**config.mk**
```make
export PLATFORM = sky130hd
export DESIGN_NAME = store_logic
export DESIGN_NICKNAME = d
export VERILOG_FILES = /design/src/rtl/store_logic.sv
export SDC_FILE = /design/constraint.sdc
export NUM_CORES = 1
export LEC_CHECK = 0
export ABC_AREA = 1
export BUFFER_PORTS_ARGS = -buffer_cell sky130_fd_sc_hd__buf_4
export CAP_MARGIN = 20
export CORE_MARGIN = 4
export CORE_UTILIZATION = 41
export CTS_CLUSTER_SIZE = 24
export DETAILED_ROUTE_END_ITERATION = 8
export MAX_ROUTING_LAYER = met4
export PLACE_DENSITY = 0.83
export SLEW_MARGIN = 25
export SYNTH_ARGS = -nofsm -noshare
export SYNTH_HDL_FRONTEND = slang
export SYNTH_SLANG_ARGS = --single-unit
```
**constraint.sdc**
```tcl
create_clock -name clk -period 1 [get_ports clk]
set_input_delay 0 -clock clk [delete_from_list [all_inputs] [get_ports clk]]
set_output_delay 0 -clock clk [all_outputs]
set_load 0.01 [all_outputs]
```
**src/rtl/store_logic.sv**
```systemverilog
// Store-path formatter: turns store data, byte offset and store type into
// registered memory write data and per-lane byte enables (1-cycle latency).
module store_logic (
    input  logic        clk,
    input  logic        rst,
    input  logic [31:0] D,
    input  logic [1:0]  ALU,
    input  logic        DT,
    output logic [31:0] ND,
    output logic [3:0]  BE
);

    logic [31:0] nd_c;
    logic [3:0]  be_c;

    // Byte data stays in [7:0]; only the enable selects the lane.
    always_comb begin
        nd_c = {24'b0, D[7:0]};
        be_c = 4'b0001 << ALU;
        if (DT) begin
            nd_c = D;
            // Misaligned word stores are dropped by disabling every lane.
            be_c = (ALU == 2'b00) ? 4'b1111 : 4'b0000;
        end
    end

    always_ff @(posedge clk or posedge rst) begin
        if (rst) begin
            ND <= 32'h0000_0000;
            BE <= 4'b0000;
        end else begin
            ND <= nd_c;
            BE <= be_c;
        end
    end

endmodule

```
# After elaboration in Yosys (flattened, before gate mapping)

Cells that the tools add are included.

Shift-type cells: 1
Reduce and logical (&&, ||, !) cells: 1
Muxes and demuxes: 3

Operator list:

| cell                                                              | number |
|---|---|
| 32-bit two-way mux                                                | 1 |
| 4-bit two-way mux                                                 | 2 |
| 1-bit by 2-bit left shift with 4-bit output, first input constant | 1 |
| 2-bit zero test                                                   | 1 |

Logic and storage cells: 7
Output and inout port bits: 36
Register bits: 36

# Longest topological paths before layout

Word-level depth: 3
Mapped depth: 4
Gate-level depth less buffers: 3

# Worst setup path before layout

No wires, ideal clock.

Kind: input -> register
Start: input port DT
End: register ND[11]
Data required time: 887 ps
Path slack: 570 ps
Library setup time: 113 ps
Data arrival time: 318 ps
Path buffers: 2
Stages on the path: 4
Path through: buf_6 > buf_8 > nand2_1 > inv_1

Longest elaborated chain between the ends: 1

Ends and longest elaborated chain:

| element              | RTL line | RTL |
|---|---|---|
| start, declared      | 8        | `input logic DT,` |
| 32-bit two-way mux   | 20       | `if (DT) begin` |
| via nd_c[11]         | 13       | `logic [31:0] nd_c;` |
| end signal, assigned | 32       | `ND <= nd_c;` |
| end, declared        | 9        | `output logic [31:0] ND,` |

The timed path passes the listed nets, and every way through them passes these cells.

# Final worst setup path

Start: register ND[21]
End: output port ND[21]

No word-level cell between the ends.

==> metrics <==
status complete, no violations; total design power 2.907 mW; Post-Synthesis Cells 99; 1st-pass router iterations 4; max_slew headroom 81.43%; Crit path max-delay family flip-flops; startpoint types flip-flop; largest net degree at the start of global routing 28; RSZ-0062 raised after global routing no; Via-to-Cell Ratio 4.420; Synth top area share 76.51%; final wirelength 3.740 mm; slowest CP cell dfrtp_1; Sw Share 23.46%; Hold Violations, Final 0; Layout Utilization 77.81%; # H-tree levels 2; synth unique cells 9; logic gate share of total power 17.4%; core area 2758 um^2; Final WS setup 122.9 ps; Post-Syn Area 1177 um^2; min Tclk post-route 877.1 ps; P_int 2.225 mW; # rows 19; CTS clock-pin slew for the worst setup and hold paths 100 ps; final hold slack 24.59 ps; Final period util 87.71%; routed len/inst 15.39 um; CP peak stage delay 400 ps; syn nets 136; max cap viols 0; setup TNS 0 ps; # IOs 73; initial antenna violation count 0; Buf/Inv on CP 1; yosys synthesis warning count 0; Hold Path Class in2reg; CTS tree built; sequential share of the synthesized area 76.51%; n_diodes 0; grt ovf 0; count of clock tree sinks 36; Fmax 1140 MHz; register share of total power 53.6%; P_sw 0.6819 mW; Initial Util 42.70%; Avg Cell Area, Syn 11.89 um^2; Max Slew Vio Count 0; die height 61.59 um; DP HPWL 2.185 mm; Critical Path End Type output pin; Max VDD drop 1.245 mV; number of global-route vias before repair 1102; Fill cells 145; cts bufs inserted 5; global-route wire length before repair 5.292 mm; # DRC 0; Least-Margin Pin Slew 278.6 ps; pre-CTS setup slack 390.8 ps; Die ar. 3793 um^2; crit-path cells buf_4; top cells by area, synth dfrtp_1 (77%), inv_1 (8.6%), nand2_1 (8.6%); layout cell share with drive strength beyond 1 39.62%; Vias 1074; Clk pwr share 29.0%; Leakage 1.286 nW; postcts setup bufs 0; CP arrival 880 ps; Critical Path Fanout Max 1; Area growth, synth to finish 82.25%; Power Density 1355 nW/um^2; #FFs+latches synth 36; Setup Viol. Count Final 0; crit path kind reg2out; Required @ worst endpoint 1000 ps; First DRT Iteration DRCs 45; GPL Wtd Cong 0.6546; gr usage total 21.29%; Clock Tree Root clkbuf_4; I/O Buffers 72; CTS Buffer Depth 2; ANT nets after route 0; die width 61.59 um; Synth area leader dfrtp_1; nets 249
-- routing by layer --
metal  global-route usage [%]  vias to the layer above  routed length, um
met5                        -                        -                  0
met4                    9.697                        0                 65
met3                    6.709                        7                430
met2                    36.02                       53               1908
met1                    22.54                      518               1336
li1                         -                      496                  -
-- final timing paths --
path / startpoint / endpoint / slack (ps) / cells after the start
setup / recovery: ND[21] / ND[21] / 120 / 1
hold / removal: DT / ND[12] / 20 / 3
max in group asynchronous: rst / ND[30] / 490 / 4
min in group asynchronous: rst / ND[5] / 260 / 4
-- power by group through the flow --
stage          sequential [mW]  combinational (mW)  clock, mW
4_1_cts                   1.55               0.495      0.841
3_5_place_dp              1.58               0.384          0
2_1_floorplan             1.62              0.0949          0
3_3_place_gp              1.58               0.369          0
5_1_grt                   1.56               0.546      0.919
6_report                  1.56               0.506      0.844
-- flip-flops by register name (all words and copies together) (netlist names) --
| name | flops |
|---|---|
| BE | 4 |
| ND | 32 |
-- what timing repair did --
item | 4_1_cts | 5_1_grt
hold buffers | 35 | 0
setup endpoints to repair | 0 | 0
gates resized for setup | 0 | 0
endpoints found under the hold margin | 72 | 0
-- cells in the final DEF, fill, tap and decap left out --
cell type	instances
buf_4	74
clkbuf_4	5
clkbuf_8	2
dfrtp_1	36
dlygate4sd3_1	35
inv_1	27
nand2_1	27
nand2_2	2
nand3_1	2
nor2_1	1
nor2_2	1
-- worst min-delay path, cell delays in order --
cell     delay, ps
buf_4          210
nand2_2         80
inv_1           30
-- cell usage after synthesis --
master,n
nand2_1,27
nor2_1,1
nor2_2,1
inv_1,27
buf_6,1
nand2_2,2
nand3_1,2
buf_8,2
dfrtp_1,36
-- cell families after synthesis --
| logic type | count (synthesis) | synth area share, % |
|---|---|---|
| and+or+nand+nor | 33 | 11.37 |
| DFF | 36 | 76.51 |
| buffers and inverters | 30 | 12.12 |
-- metrics by stage --
step                area (um^2)  std cells
global route               2146        243
global placement           1730        201
CTS                        2146        243
detailed placement         1730        201
finish                     2146        243
floorplan                  1177         99
-- layout make-up --
| cell class | count | area (um^2) | area share [%] |
|---|---|---|---|
| Clock buffer | 7 | 65.06 | 3.032 |
| Sequential cell | 36 | 900.9 | 41.98 |
| Inverter | 27 | 101.3 | 4.723 |
| Tap cell | 31 | 38.79 | 1.808 |
| Multi-Input combinational cell | 33 | 133.9 | 6.239 |
| Timing Repair Buffer | 109 | 905.9 | 42.22 |
Note: power is estimated with default switching activity, not from simulation.
